### src/rtl/posix_watches_pkg.sv
// Shared constants, types and FSM states for the multi-zone POSIX watches.
package posix_watches_pkg;

   localparam int SEC_PER_DAY   = 86400;
   localparam int SEC_PER_HOUR  = 3600;
   localparam int SEC_PER_MIN   = 60;
   localparam int DOW_SHIFT_SEC = 604800;   // one week: keeps day-of-week intact
   localparam int OFFSET_MIN_LO = -720;
   localparam int OFFSET_MIN_HI = 840;

   typedef logic        [4:0]  hour_t;
   typedef logic        [5:0]  min_t;
   typedef logic        [5:0]  sec_t;
   typedef logic        [2:0]  dow_t;
   typedef logic signed [10:0] offset_t;

   typedef enum logic [2:0] {
      ST_IDLE,
      ST_LOAD,
      ST_DIV,
      ST_SPLIT,
      ST_COMMIT
   } state_t;

   // True when a zone offset lies inside the supported UTC-12h..UTC+14h range.
   function automatic logic offset_ok(input offset_t off);
      return (int'(off) >= OFFSET_MIN_LO) && (int'(off) <= OFFSET_MIN_HI);
   endfunction

endpackage

### src/rtl/posix_div_seq.sv
// Restoring divider, one quotient bit per cycle. A start pulse captures the
// operands; done is high during the final iteration, so quotient/remainder
// are valid from the following cycle. Only the low STEPS dividend bits are
// divided (the upper bits are known to be zero by the caller).
module posix_div_seq #(
   parameter int DIVIDEND_W = 34,
   parameter int DIVISOR_W  = 17,
   parameter int STEPS      = 33
) (
   input  logic                  clk,
   input  logic                  rst,
   input  logic                  start,
   input  logic [DIVIDEND_W-1:0] dividend,
   input  logic [DIVISOR_W-1:0]  divisor,
   output logic                  done,
   output logic [DIVIDEND_W-1:0] quotient,
   output logic [DIVISOR_W-1:0]  remainder
);

   localparam int CNT_W = $clog2(STEPS + 1);

   logic [STEPS-1:0]     quo;
   logic [DIVISOR_W-1:0] rem;
   logic [DIVISOR_W-1:0] dsr;
   logic [CNT_W-1:0]     cnt;
   logic [DIVISOR_W:0]   trial;
   logic                 fits;
   logic                 unused_dividend_hi;

   assign unused_dividend_hi = ^dividend[DIVIDEND_W-1:STEPS];

   // Trial subtraction for the current step: shift in the next dividend bit.
   always_comb begin
      trial = {rem, quo[STEPS-1]};
      fits  = (trial >= {1'b0, dsr});
   end

   // Iteration register: load on start, then one restoring step per cycle.
   always_ff @(posedge clk or posedge rst) begin
      if (rst) begin
         quo <= '0;
         rem <= '0;
         dsr <= '0;
         cnt <= '0;
      end else if (start) begin
         quo <= dividend[STEPS-1:0];
         rem <= '0;
         dsr <= divisor;
         cnt <= CNT_W'(STEPS);
      end else if (cnt != '0) begin
         cnt <= cnt - 1'b1;
         if (fits) begin
            rem <= DIVISOR_W'(trial - {1'b0, dsr});
            quo <= {quo[STEPS-2:0], 1'b1};
         end else begin
            rem <= trial[DIVISOR_W-1:0];
            quo <= {quo[STEPS-2:0], 1'b0};
         end
      end
   end

   assign done      = (cnt == CNT_W'(1));
   assign quotient  = DIVIDEND_W'(quo);
   assign remainder = rem;

endmodule

### src/rtl/posix_time_watches_mz.sv
// Multi-zone POSIX watches: free-running seconds counter with prescaler and
// per-zone hour/min/sec conversion through one shared sequential divider.
// Optional macro POSIX_WATCHES_DOW_EN adds a per-zone day-of-week output.
module posix_time_watches_mz
   import posix_watches_pkg::*;
#(
   parameter int          CLK_FREQ_HZ        = 25_000_000,
   parameter int          ZONES              = 2,
   parameter logic [31:0] START_POSIX_TIME   = 32'd0,
   parameter int          DEFAULT_OFFSET_MIN = 180
) (
   input  logic               clk_i,
   input  logic               rst_i,
   input  logic [31:0]        user_posix_time_i,
   input  logic               user_posix_time_en_i,
   input  logic               offset_we_i,
   input  logic [2:0]         offset_zone_i,
   input  logic [10:0]        offset_min_i,
   output logic [31:0]        posix_time_o,
   output logic               last_tick_o,
   output logic               sec_blnk_o,
   output logic [ZONES*5-1:0] hour_o,
   output logic [ZONES*6-1:0] min_o,
   output logic [ZONES*6-1:0] sec_o,
   output logic               upd_o,
   output logic               busy_o
`ifdef POSIX_WATCHES_DOW_EN
   ,
   output logic [ZONES*3-1:0] dow_o
`endif
);

   localparam int ZW = (ZONES > 1) ? $clog2(ZONES) : 1;
   localparam int NZ = 1 << ZW;
   localparam int PW = $clog2(CLK_FREQ_HZ);

   if (ZONES < 1 || ZONES > 8 || CLK_FREQ_HZ < ZONES * 35 + 2) begin : g_bad_params
      $error("posix_time_watches_mz: ZONES must be 1..8 and CLK_FREQ_HZ >= ZONES*35+2");
   end

   logic [PW-1:0]      presc;
   logic               tick;
   logic               wr_ok;
   logic               pending;
   offset_t            offsets [NZ];
   state_t             state, state_n;
   logic [31:0]        snap;
   logic [ZW-1:0]      zone;
   logic               last_zone;
   logic signed [33:0] local_sec;
   logic               div_done;
   logic [33:0]        div_quo;
   logic [16:0]        div_rem;
   hour_t              hour_c;
   min_t               min_c;
   sec_t               sec_c;
   hour_t              sh_hour [NZ];
   min_t               sh_min  [NZ];
   sec_t               sh_sec  [NZ];

   // A load owns the cycle, so a coincident prescaler wrap is dropped.
   assign tick  = !user_posix_time_en_i && (presc == PW'(CLK_FREQ_HZ - 1));
   assign wr_ok = offset_we_i && (int'(offset_zone_i) < ZONES)
                  && offset_ok($signed(offset_min_i));

   // Seconds counter with prescaler, tick pulse and blink toggle.
   // NOTE: sequential state uses non-blocking assignments so every register samples pre-edge values.
   always_ff @(posedge clk_i or posedge rst_i) begin
      if (rst_i) begin
         presc        <= '0;
         posix_time_o <= START_POSIX_TIME;
         last_tick_o  <= 1'b0;
         sec_blnk_o   <= 1'b0;
      end else begin
         last_tick_o <= tick;
         if (user_posix_time_en_i) begin
            posix_time_o <= user_posix_time_i;
            presc        <= '0;
         end else if (tick) begin
            presc        <= '0;
            posix_time_o <= posix_time_o + 32'd1;
            sec_blnk_o   <= ~sec_blnk_o;
         end else begin
            presc <= presc + 1'b1;
         end
      end
   end

   // Per-zone offset register file; out-of-range writes are dropped.
   // NOTE: this small register file is reset explicitly because every zone must start at the default offset.
   always_ff @(posedge clk_i or posedge rst_i) begin
      if (rst_i) begin
         for (int z = 0; z < NZ; z++) offsets[z] <= offset_t'(DEFAULT_OFFSET_MIN);
      end else if (wr_ok) begin
         offsets[offset_zone_i[ZW-1:0]] <= $signed(offset_min_i);
      end
   end

   // Pending flag: set by any time-changing event, consumed when a pass starts.
   always_ff @(posedge clk_i or posedge rst_i) begin
      if (rst_i) pending <= 1'b1;
      else       pending <= (pending && state != ST_IDLE) || user_posix_time_en_i
                            || wr_ok || tick;
   end

   // FSM state register.
   always_ff @(posedge clk_i or posedge rst_i) begin
      if (rst_i) state <= ST_IDLE;
      else       state <= state_n;
   end

   // FSM next-state logic.
   // NOTE: state_n is defaulted before the case so no path leaves it unassigned (no latch).
   always_comb begin
      state_n = state;
      unique case (state)
         ST_IDLE:   if (pending) state_n = ST_LOAD;
         ST_LOAD:   state_n = ST_DIV;
         ST_DIV:    if (div_done) state_n = ST_SPLIT;
         ST_SPLIT:  state_n = last_zone ? ST_COMMIT : ST_LOAD;
         ST_COMMIT: state_n = ST_IDLE;
         default:   state_n = ST_IDLE;
      endcase
   end

   assign busy_o    = (state != ST_IDLE);
   assign last_zone = (zone == ZW'(ZONES - 1));

   // Snapshot of the counter and zone index for the running pass.
   always_ff @(posedge clk_i or posedge rst_i) begin
      if (rst_i) begin
         snap <= '0;
         zone <= '0;
      end else if (state == ST_IDLE && pending) begin
         snap <= posix_time_o;
         zone <= '0;
      end else if (state == ST_SPLIT && !last_zone) begin
         zone <= zone + 1'b1;
      end
   end

   // Local seconds for the current zone, shifted by a week when negative.
   always_comb begin
      local_sec = $signed({2'b00, snap})
                + $signed({{23{offsets[zone][10]}}, offsets[zone]}) * 34'sd60;
      if (local_sec < 0) local_sec = local_sec + 34'(DOW_SHIFT_SEC);
   end

   posix_div_seq #(
      .DIVIDEND_W (34),
      .DIVISOR_W  (17),
      .STEPS      (33)
   ) u_div (
      .clk       (clk_i),
      .rst       (rst_i),
      .start     (state == ST_LOAD),
      .dividend  (local_sec),
      .divisor   (17'(SEC_PER_DAY)),
      .done      (div_done),
      .quotient  (div_quo),
      .remainder (div_rem)
   );

   // Split seconds-of-day into hour, minute and second.
   always_comb begin
      hour_c = hour_t'(div_rem / 17'(SEC_PER_HOUR));
      min_c  = min_t'((div_rem % 17'(SEC_PER_HOUR)) / 17'(SEC_PER_MIN));
      sec_c  = sec_t'(div_rem % 17'(SEC_PER_MIN));
   end

   // Shadow registers collect each zone's result during the pass.
   always_ff @(posedge clk_i or posedge rst_i) begin
      if (rst_i) begin
         for (int z = 0; z < NZ; z++) begin
            sh_hour[z] <= '0;
            sh_min[z]  <= '0;
            sh_sec[z]  <= '0;
         end
      end else if (state == ST_SPLIT) begin
         sh_hour[zone] <= hour_c;
         sh_min[zone]  <= min_c;
         sh_sec[zone]  <= sec_c;
      end
   end

   // Commit all zones at once so partial updates are never visible.
   always_ff @(posedge clk_i or posedge rst_i) begin
      if (rst_i) begin
         hour_o <= '0;
         min_o  <= '0;
         sec_o  <= '0;
         upd_o  <= 1'b0;
      end else begin
         upd_o <= (state == ST_COMMIT);
         if (state == ST_COMMIT) begin
            for (int z = 0; z < ZONES; z++) begin
               hour_o[z*5 +: 5] <= sh_hour[z];
               min_o[z*6 +: 6]  <= sh_min[z];
               sec_o[z*6 +: 6]  <= sh_sec[z];
            end
         end
      end
   end

`ifdef POSIX_WATCHES_DOW_EN
   dow_t sh_dow [NZ];
   dow_t dow_c;

   // 1970-01-01 was a Thursday, hence the +4.
   assign dow_c = dow_t'((div_quo + 34'd4) % 34'd7);

   // Day-of-week shadow and committed output.
   always_ff @(posedge clk_i or posedge rst_i) begin
      if (rst_i) begin
         for (int z = 0; z < NZ; z++) sh_dow[z] <= '0;
         dow_o <= '0;
      end else begin
         if (state == ST_SPLIT) sh_dow[zone] <= dow_c;
         if (state == ST_COMMIT) begin
            for (int z = 0; z < ZONES; z++) dow_o[z*3 +: 3] <= sh_dow[z];
         end
      end
   end
`else
   logic unused_days;
   assign unused_days = ^div_quo;
`endif

endmodule

### config.mk
export PLATFORM = sky130hd
export DESIGN_NAME = posix_time_watches_mz
export DESIGN_NICKNAME = d
export VERILOG_FILES = /design/src/rtl/posix_watches_pkg.sv /design/src/rtl/posix_div_seq.sv /design/src/rtl/posix_time_watches_mz.sv
export SDC_FILE = /design/constraint.sdc
export NUM_CORES = 1
export LEC_CHECK = 0
export ABC_AREA = 1
export BUFFER_PORTS_ARGS = -buffer_cell sky130_fd_sc_hd__buf_2
export CAP_MARGIN = 20
export CORE_MARGIN = 8
export CORE_UTILIZATION = 65
export CTS_CLUSTER_DIAMETER = 80
export DETAILED_ROUTE_END_ITERATION = 8
export PLACE_DENSITY_LB_ADDON = 0.15
export SYNTH_ARGS = -nofsm -noshare
export SYNTH_HDL_FRONTEND = slang
export SYNTH_HIERARCHICAL = 1
export SYNTH_SLANG_ARGS = --single-unit
### constraint.sdc
create_clock -name clk_i -period 15.7 [get_ports clk_i]
set_clock_uncertainty 0.15 [all_clocks]
set_input_delay 0.785 -clock clk_i [delete_from_list [all_inputs] [get_ports clk_i]]
set_output_delay 0.785 -clock clk_i [all_outputs]
set_load 0.01 [all_outputs]
==> run_results.csv <==
group,metric,value,unit
sta,slew_viol_final,0,
setup_path,regToRegSetupSlack,5920,ps
placed_design,place_hpwl,33.4,mm
sta,fin_crit,9780,ps
flow_run,maxCapViolCount,0,
sta,tightest_slew,1040,ps
floorplan,dieHeight,186,um
global_routing,grt_util_met1,32.2,%
cells_and_area,final_nets,2843,
setup_path,crit_arrival,10000,ps
setup_path,cp.depth,45,
cts,ctsHoldBuffers,0,
routing,wl_per_cell,14.3,um
global_routing,grt_overflow,0,
cells_and_area,area_growth,9.96,%
setup_path,r2r_cells,45,
global_routing,grt.busiest_layer,"met2",
setup_path,cp-end-kind,"flop",
setup_path,required,15920,ps
floorplan,fp.dieW,186,um
cts,cts_num_sinks,260,
routing,dr.pass1.iters,5,
cts,clk_pin_slew,60,ps
synthesis,syn_inst,2579,
cts,insertion_delay,560,ps
cells_and_area,mostFrequentLayoutCells,"nand2_1, inv_1, dfrtp_1, o21ai_0, nand3_1",
placed_design,dp_slack,5910,ps
sta,rsz0062_at_grt,"false",
routing,routed_wirelength,44.4,mm
cts,post_cts_buffers,0,
cts,cts_tree,"built",
worst_hold_path,hold_path_class,"input pin to async pin",
setup_path,endpoint,"u_div/quo[31]$_DFFE_PP0P_",
setup_path,critPathMaxFanout,25,
floorplan,ios,120,
routing,viasPerCell,5.48,
sta,period_share,62.3,%
sta,slew_headroom,30.3,%
setup_path,critical_path.startpoint,"last_zone$_DFFE_PP0P_",
cells_and_area,drive_above_1_share,12.0,%
routing,ant_nets,0,
routing,drt_iter0_markers,926,
routing,drc,0,
sta,hold_violations,0,
cts,numCtsBuffers,28,
routing,vias,17000,
setup_path,timing.rr.start,"last_zone$_DFFE_PP0P_",
cts,cts-root-buf,"clkbuf_16",
global_routing,grt_pass1_wl,76.0,mm
synthesis,synth_area_per_cell,7.26,sq um
synthesis,ys.warnings.count,6,
sta,fmax,102,MHz
sta,setup_ws,5920,ps
cells_and_area,final_common_cell,"nand2_1",
placed_design,io_buffers,119,
global_routing,use_met2,46.7,%
global_routing,grt_max_degree,78,
floorplan,initial_utilization,65.6,%
cells_and_area,diodes,0,
global_routing,antenna_found_initial,0,
placed_design,gp_congestion,0.928,
cts,cts_resized,0,
setup_path,cp-start-kind,"flop",
global_routing,grt_pass1_vias,16800,
floorplan,die-area,34500,sq um
setup_path,slowest_delay,760,ps
setup_path,critPathTopFamily,"compound AO/OA/AOI/OAI gates",
setup_path,crit_slowest_cell,"dfrtp_1",
setup_path,crit_buf_inv,7,
floorplan,design.core.area,28500,sq um
setup_path,criticalPathCategory,"flop to flop",
cts,cts_buffer_depth,3,
global_routing,grt_use_total,26.0,%
outcome,outcome,"finished, final reports clean",
global_routing,grt.met3_usage,3.67,%
setup_path,crit_path_frequent_cell,"a21oi_1",
sta,setup_tns,0,ps
synthesis,mappedNetlistArea,18700,sq um
cts,cts_max_level,1,
setup_path,rr_endpoint,"u_div/quo[31]$_DFFE_PP0P_",
sta,setup-violations-final,0,
floorplan,row_count,62,
==> final cells by class <==
cell class                      count  area [sq um]
Timing Repair Buffer              128           663
Fill cell                        2395          7970
Clock inverter                      9          88.8
Multi-Input combinational cell   1850         10400
Clock buffer                       41           840
Inverter                          426          1600
Tap cell                          384           480
Sequential cell                   260          6520
==> how the worst min path moves through the flow <==
| stage | slack [ps] | to |
|---|---|---|
| after CTS | 110 | sec_o[4]$_DFFE_PP0P_ |
| after floorplan | 280 | presc[0]$_DFF_PP0_ |
| after detailed placement | 310 | sec_o[7]$_DFFE_PP0P_ |
| after global placement | 300 | presc[0]$_DFF_PP0_ |
| final | 100 | sec_o[4]$_DFFE_PP0P_ |
| after global routing | 130 | sec_o[4]$_DFFE_PP0P_ |
==> per-layer routing <==
layer | vias to the layer above | share of wire [%]
met2 | 417 | 50
li1 | 8487 | -
met3 | 76 | 4.8
met4 | 0 | 2.4
met5 | - | 0
met1 | 8001 | 43
==> worst register-to-register path, delay by kind of cell, from the launching register on <==
| family | cells | cell delay (ps) |
|---|---|---|
| adders and majority gates | 5 | 2210 |
| xor gates and xnor gates | 2 | 440 |
| buffers and inverters | 7 | 970 |
| and+or+nand+nor | 10 | 1400 |
| AOI/OAI and AO/OA | 21 | 3700 |
| DFF | 1 | 760 |
==> flip-flops by register name, indices dropped and copies added (netlist names) <==
register and count:
u_div/dsr 17, last_zone 1, sec_o 12, presc 25, u_div/cnt 6, offsets 22
sh_min 12, posix_time_o 32, sh_hour 10, pending 1, state 3, u_div/remainder 17
sh_sec 12, u_div/quo 33, snap 32, min_o 12, hour_o 10, last_tick_o 1
sec_blnk_o 1, upd_o 1
==> metrics by stage <==
step	hold slack, ps	instance area (sq um)	util (%)	instances
2_1_floorplan	283	18800	-	2594
3_3_place_gp	296	19600	68.8	3047
3_5_place_dp	312	19600	68.8	3047
4_1_cts	110	20600	72.1	3097
5_1_grt	127	20600	72.1	3098
6_report	98.6	20600	72.1	3098
Power is left out: the tool's default activity adds up to more than one toggle a clock period on the data nets, which glitch-free logic cannot reach.
